### src/rtl/trig_auth_pkg.sv
`default_nettype none
// trig_auth_pkg: state encoding, parameter defaults and helpers shared by fire_authorizer_mc.
package trig_auth_pkg;

  localparam int DEF_NUM_CH          = 4;
  localparam int DEF_ENTROPY_W       = 8;
  localparam int DEF_ENTROPY_THRESH  = 100;
  localparam int DEF_SETTLE_CYCLES   = 4;
  localparam int DEF_COOLDOWN_CYCLES = 16;

  typedef enum logic [2:0] {
    ST_SETTLE   = 3'd0,
    ST_ARMED    = 3'd1,
    ST_FIRE     = 3'd2,
    ST_COOLDOWN = 3'd3,
    ST_LOCKED   = 3'd4,
    ST_ABORT    = 3'd5
  } fa_state_e;

  function automatic logic [15:0] sat_inc16(input logic [15:0] v);
    return (v == 16'hFFFF) ? v : v + 16'd1;
  endfunction

endpackage
`default_nettype wire

### src/rtl/rr_arbiter.sv
`default_nettype none
// rr_arbiter: one-hot round-robin grant; the channel at ptr has highest priority.
module rr_arbiter #(
  parameter int NUM_CH = 4,
  parameter int PTR_W  = 2
) (
  input  logic [NUM_CH-1:0] req,
  input  logic [PTR_W-1:0]  ptr,
  output logic [NUM_CH-1:0] grant
);

  logic [PTR_W-1:0] idx;
  logic             found;

  always_comb begin
    grant = '0;
    found = 1'b0;
    idx   = '0;
    for (int i = 0; i < NUM_CH; i++) begin
      idx = PTR_W'((int'(ptr) + i) % NUM_CH);
      if (!found && req[idx]) begin
        grant[idx] = 1'b1;
        found      = 1'b1;
      end
    end
  end

endmodule
`default_nettype wire

### src/rtl/fire_authorizer_mc.sv
`default_nettype none
// fire_authorizer_mc: risk-gated multi-channel fire authorizer with settle, round-robin
// grant, one-cycle fire pulse, cooldown and lock/abort handling.
module fire_authorizer_mc
  import trig_auth_pkg::*;
#(
  parameter int NUM_CH          = DEF_NUM_CH,
  parameter int ENTROPY_W       = DEF_ENTROPY_W,
  parameter int ENTROPY_THRESH  = DEF_ENTROPY_THRESH,
  parameter int SETTLE_CYCLES   = DEF_SETTLE_CYCLES,
  parameter int COOLDOWN_CYCLES = DEF_COOLDOWN_CYCLES
) (
  input  logic                 clk,
  input  logic                 rst_n,
  input  logic [NUM_CH-1:0]    fire_req,
  input  logic [ENTROPY_W-1:0] entropy_score,
  input  logic                 analog_spike_detected,
  input  logic                 ml_risk_flag,
  input  logic                 manual_lock,
  output logic [NUM_CH-1:0]    enable_fire,
  output logic [2:0]           fsm_state,
  output logic [15:0]          abort_count
);

  localparam int PTR_W = (NUM_CH > 1) ? $clog2(NUM_CH) : 1;
  localparam int SET_W = (SETTLE_CYCLES > 1) ? $clog2(SETTLE_CYCLES) : 1;
  localparam int CDN_W = (COOLDOWN_CYCLES > 1) ? $clog2(COOLDOWN_CYCLES) : 1;

  localparam logic [ENTROPY_W-1:0] THRESH      = ENTROPY_W'(ENTROPY_THRESH);
  localparam logic [SET_W-1:0]     SETTLE_LAST = SET_W'(SETTLE_CYCLES - 1);
  localparam logic [CDN_W-1:0]     CDN_LAST    = CDN_W'(COOLDOWN_CYCLES - 1);
  localparam logic [PTR_W-1:0]     PTR_LAST    = PTR_W'(NUM_CH - 1);

  fa_state_e          state;
  logic [SET_W-1:0]   settle_cnt;
  logic [CDN_W-1:0]   cool_cnt;
  logic [PTR_W-1:0]   rr_ptr;
  logic [PTR_W-1:0]   grant_idx;
  logic [PTR_W-1:0]   next_ptr;
  logic [NUM_CH-1:0]  grant;
  logic               risk;

  assign risk      = analog_spike_detected | ml_risk_flag | (entropy_score >= THRESH);
  assign fsm_state = state;

  rr_arbiter #(
    .NUM_CH (NUM_CH),
    .PTR_W  (PTR_W)
  ) u_rr_arbiter (
    .req   (fire_req),
    .ptr   (rr_ptr),
    .grant (grant)
  );

  always_comb begin
    grant_idx = '0;
    for (int i = 0; i < NUM_CH; i++) begin
      if (grant[i]) grant_idx = PTR_W'(i);
    end
  end

  assign next_ptr = (grant_idx == PTR_LAST) ? '0 : grant_idx + PTR_W'(1);

  // Lock and risk are checked ahead of the per-state logic, so they override any
  // grant, cooldown completion or settle completion in the same cycle.
  always_ff @(posedge clk or negedge rst_n) begin
    if (!rst_n) begin
      state       <= ST_SETTLE;
      settle_cnt  <= '0;
      cool_cnt    <= '0;
      rr_ptr      <= '0;
      enable_fire <= '0;
      abort_count <= '0;
    end else begin
      enable_fire <= '0;
      if (manual_lock) begin
        state <= ST_LOCKED;
      end else if (risk) begin
        state <= ST_ABORT;
        if (state != ST_ABORT) abort_count <= sat_inc16(abort_count);
      end else begin
        case (state)
          ST_SETTLE: begin
            if (settle_cnt == SETTLE_LAST) state <= ST_ARMED;
            else                           settle_cnt <= settle_cnt + SET_W'(1);
          end
          ST_ARMED: begin
            if (|fire_req) begin
              state       <= ST_FIRE;
              enable_fire <= grant;
              rr_ptr      <= next_ptr;
            end
          end
          ST_FIRE: begin
            state    <= ST_COOLDOWN;
            cool_cnt <= '0;
          end
          ST_COOLDOWN: begin
            if (cool_cnt == CDN_LAST) state <= ST_ARMED;
            else                      cool_cnt <= cool_cnt + CDN_W'(1);
          end
          ST_LOCKED, ST_ABORT: begin
            state      <= ST_SETTLE;
            settle_cnt <= '0;
          end
          default: begin
            state       <= ST_ABORT;
            abort_count <= sat_inc16(abort_count);
          end
        endcase
      end
    end
  end

endmodule
`default_nettype wire
### config.mk
export PLATFORM = sky130hd
export DESIGN_NAME = fire_authorizer_mc
export DESIGN_NICKNAME = d
export VERILOG_FILES = /design/src/rtl/trig_auth_pkg.sv /design/src/rtl/rr_arbiter.sv /design/src/rtl/fire_authorizer_mc.sv
export SDC_FILE = /design/constraint.sdc
export NUM_CORES = 1
export LEC_CHECK = 0
export BUFFER_PORTS_ARGS = -buffer_cell sky130_fd_sc_hd__buf_2
export CORE_ASPECT_RATIO = 1.25
export CORE_MARGIN = 5
export CORE_UTILIZATION = 43
export DETAILED_ROUTE_END_ITERATION = 8
export PLACE_DENSITY = 0.78
export REMOVE_ABC_BUFFERS = 1
export SLEW_MARGIN = 0
export SYNTH_ARGS = -nofsm -noshare
export SYNTH_HDL_FRONTEND = slang
export SYNTH_SLANG_ARGS = --single-unit
### constraint.sdc
create_clock -name clk -period 2.6 [get_ports clk]
set_input_delay 0.52 -clock clk [delete_from_list [all_inputs] [get_ports clk]]
set_output_delay 0.52 -clock clk [all_outputs]
set_load 0.005 [all_outputs]
==> run_results.csv <==
group,metric,value,unit
clock_network,clock_latency,0.28,ns
yosys,avgSynthCellArea,10.6,µm²
yosys,synth_seq_cells,31,
power_and_ir_drop,pwr-share-comb,17.5,%
yosys,syn_area,1770,µm²
power_and_ir_drop,p_leak,0.000988,µW
clock_network,cts_buffers,5,
yosys,syn_inst,166,
power_and_ir_drop,internal_power,970,µW
clock_network,cts_tree,"built",
layout,fillCellCount,390,
power_and_ir_drop,pwr_density_cell,615,nW/µm²
yosys,synth_cell_type_count,41,
placed_design,portBuffers,37,
power_and_ir_drop,power_frac_clock,36.8,%
yosys,yosys.area.top_type,"dfrtp_1",
global_routing,grt_pass1_vias,1509,
yosys,async_flop_share,100,%
global_routing,grt_antenna_before_repair,0,
floorplanning,io_pins,40,
sta,fin_skew,0.00475,ns
detailed_routing,drt_iter0_markers,37,
floorplanning,start_util,43.8,%
placed_design,dp_hpwl,2770,µm
setup_path,worstSetupPathType,"reg -> reg",
hold_path,hp-class,"in -> async",
detailed_routing,wire_per_inst,13.6,µm
global_routing,overflow,0,
power_and_ir_drop,switchingPower,343,µW
sta,max_freq,0.425,GHz
sta,setup-violations-final,0,
floorplanning,die_area,5500,µm²
setup_path,cp.arrival,2.52,ns
layout,final_layout_size_suffix_gt1_share,26.2,%
clock_network,ctsHoldBuffers,0,
yosys,synthFlopType,"dfrtp_1",
power_and_ir_drop,power_frac_seq,45.7,%
sta,rsz0062_at_grt,"false",
sta,worstMarginPinSlew,0.701,ns
yosys,yosysWarnings,0,
yosys,ys_seq_area_share,43.9,%
detailed_routing,via_per_inst,5.25,
floorplanning,fp.dieH,81.7,µm
sta,period_share,90.5,%
layout,area_growth,20.9,%
global_routing,grt_pass1_wl,6600,µm
setup_path,cp-end-kind,"register",
global_routing,grt_max_degree,32,
flow_run,drv_cap,0,
sta,slew_violations,0,
yosys,ys_top_cells_by_area,"dfrtp_1 (44%), ha_1 (6.4%), xnor2_1 (5.9%), nand2_1 (5.1%), mux4_1 (3.0%)",
clock_network,h-tree-depth,2,
clock_network,cts_sinks,31,
clock_network,cts_resized,0,
clock_network,cts_buffer_depth,2,
detailed_routing,finalWirelength,3610,µm
placed_design,place.gp.congestion,0.781,
layout,final_nets,235,
status,status,"completed",
floorplanning,coreArea,4030,µm²
yosys,synth_top_area_share,43.9,%
setup_path,crit_chain,"inv_1 > ha_1 > mux4_2 > nor4b_4 > a221oi_2 > nand2b_1 > a22o_1",
floorplanning,die_x,67.3,µm
clock_network,cts-root-buf,"clkbuf_8",
detailed_routing,drc,0,
clock_network,path_clk_slew,0.07,ns
sta,finalHoldViolCount,0,
clock_network,post_cts_buffers,0,
power_and_ir_drop,ir_drop,0.000491,V
yosys,synth-edff-count,0,
detailed_routing,antenna_left,0,
global_routing,grt_usage,15.8,%
setup_path,start_kind,"register",
sta,maxSlewHeadroom,53.3,%
layout,antenna-diode-count,0,
detailed_routing,firstDrtPassIters,4,
sta,setup_slack,0.246,ns
setup_path,cp_max_fo,8,
placed_design,pre_cts_ws,0.243,ns
detailed_routing,via_count,1397,
setup_path,crit_slowest_cell,"dfrtp_1",
power_and_ir_drop,swShare,26.1,%
setup_path,cp_data_required_time,2.77,ns
sta,tns,0,ns
sta,period_minus_slack,2.35,ns
floorplanning,rows,26,
setup_path,cpPeakStageDelay,0.51,ns
## worst max-delay path, delay by kind of cell, from the launching register on
family / cells / cell delay, ns
buffers and inverters: 1 / 0.12
AND/OR/NAND/NOR: 2 / 0.56
multiplexers: 1 / 0.41
adder cells (fa/ha/maj): 1 / 0.33
flip-flops: 1 / 0.51
AO/OA/AOI/OAI: 2 / 0.33
## cells in the final DEF (no fill, tap or decap), types with 6 or more instances in the layout
cell	count
buf_2	37
dfrtp_1	31
nand2_1	24
nor2_1	13
xnor2_1	12
ha_1	9
nand3_1	6
clkbuf_8	6
## logic make-up after synthesis
kind of cell	count (synthesis)	share of synthesized area, %
multiplexers	7	7.37
AND/OR/NAND/NOR	67	19.9
AO/OA/AOI/OAI	29	12.9
adder cells (fa/ha/maj)	9	6.37
flip-flops	31	43.9
XOR/XNOR	15	7.44
buffers and inverters	8	2.12
## Yosys cell counts (all sizes together) (2+ instances only)
cell    instances
and4            2
o22ai           3
nand2b          3
a21oi           5
ha              9
xnor2          12
nor2           13
nand4           5
mux2            2
nand2          24
a22o            4
and2            2
inv             5
nand3           6
mux4            4
dfrtp          31
nand3b          2
clkbuf          2
xor2            3
o21ai           6
a221oi          4
and3            5
## worst paths after layout
path / from / end / slack (ns) / cells after the start
max: rr_ptr[1] / rr_ptr[0] / 0.25 / 7
min: rst_n / abort_count[9] / 0.29 / 1
max reg2reg: rr_ptr[1] / rr_ptr[0] / 0.25 / 7
min reg2reg: abort_count[9] / abort_count[9] / 0.48 / 1
max in group asynchronous: rst_n / abort_count[2] / 1.87 / 1
min in group clk: manual_lock / fsm_state[0] / 0.48 / 2
## sequential cells by signal, indices dropped and copies added, names as in the netlist
| name | flops |
|---|---|
| cool_cnt | 4 |
| settle_cnt | 2 |
| rr_ptr | 2 |
| fsm_state | 3 |
| abort_count | 16 |
| enable_fire | 4 |
## layout make-up
| class | instances | area [µm²] | share of cell area (%) |
|---|---|---|---|
| timing repair buffer | 39 | 200 | 9.37 |
| multi-input combinational | 127 | 953 | 44.6 |
| inverter | 5 | 18.8 | 0.879 |
| clock inverter | 2 | 35.0 | 1.64 |
| tap | 56 | 70.1 | 3.28 |
| sequential | 31 | 776 | 36.3 |
| clock buffer | 6 | 82.6 | 3.87 |
## power groups by stage
stage | Clock [µW] | Sequential [µW] | Combinational, µW
after global placement | 0 | 608 | 227
final | 483 | 600 | 230
after CTS | 497 | 600 | 235
after floorplan | 0 | 605 | 133
after global routing | 526 | 613 | 266
after detailed placement | 0 | 608 | 236
## stage by stage
stage | power [µW] | area, µm² | cells | util, % | hold WS, ns
global placement | 835 | 2020 | 258 | 50.0 | 0.473
CTS | 1330 | 2140 | 266 | 52.9 | 0.306
global route | 1400 | 2140 | 266 | 52.9 | 0.340
finish | 1310 | 2140 | 266 | 52.9 | 0.287
detailed placement | 844 | 2020 | 258 | 50.0 | 0.474
floorplan | 739 | 1750 | 163 | - | 0.224
## metal layers
layer,share of wire (%),vias up,global-route usage (%)
met5,0,-,0
met4,1.8,0,6.90
met3,5.5,6,4.10
met2,48,43,26.2
met1,45,660,19.2
li1,-,688,-
Note: power is estimated with default switching activity, not from simulation.
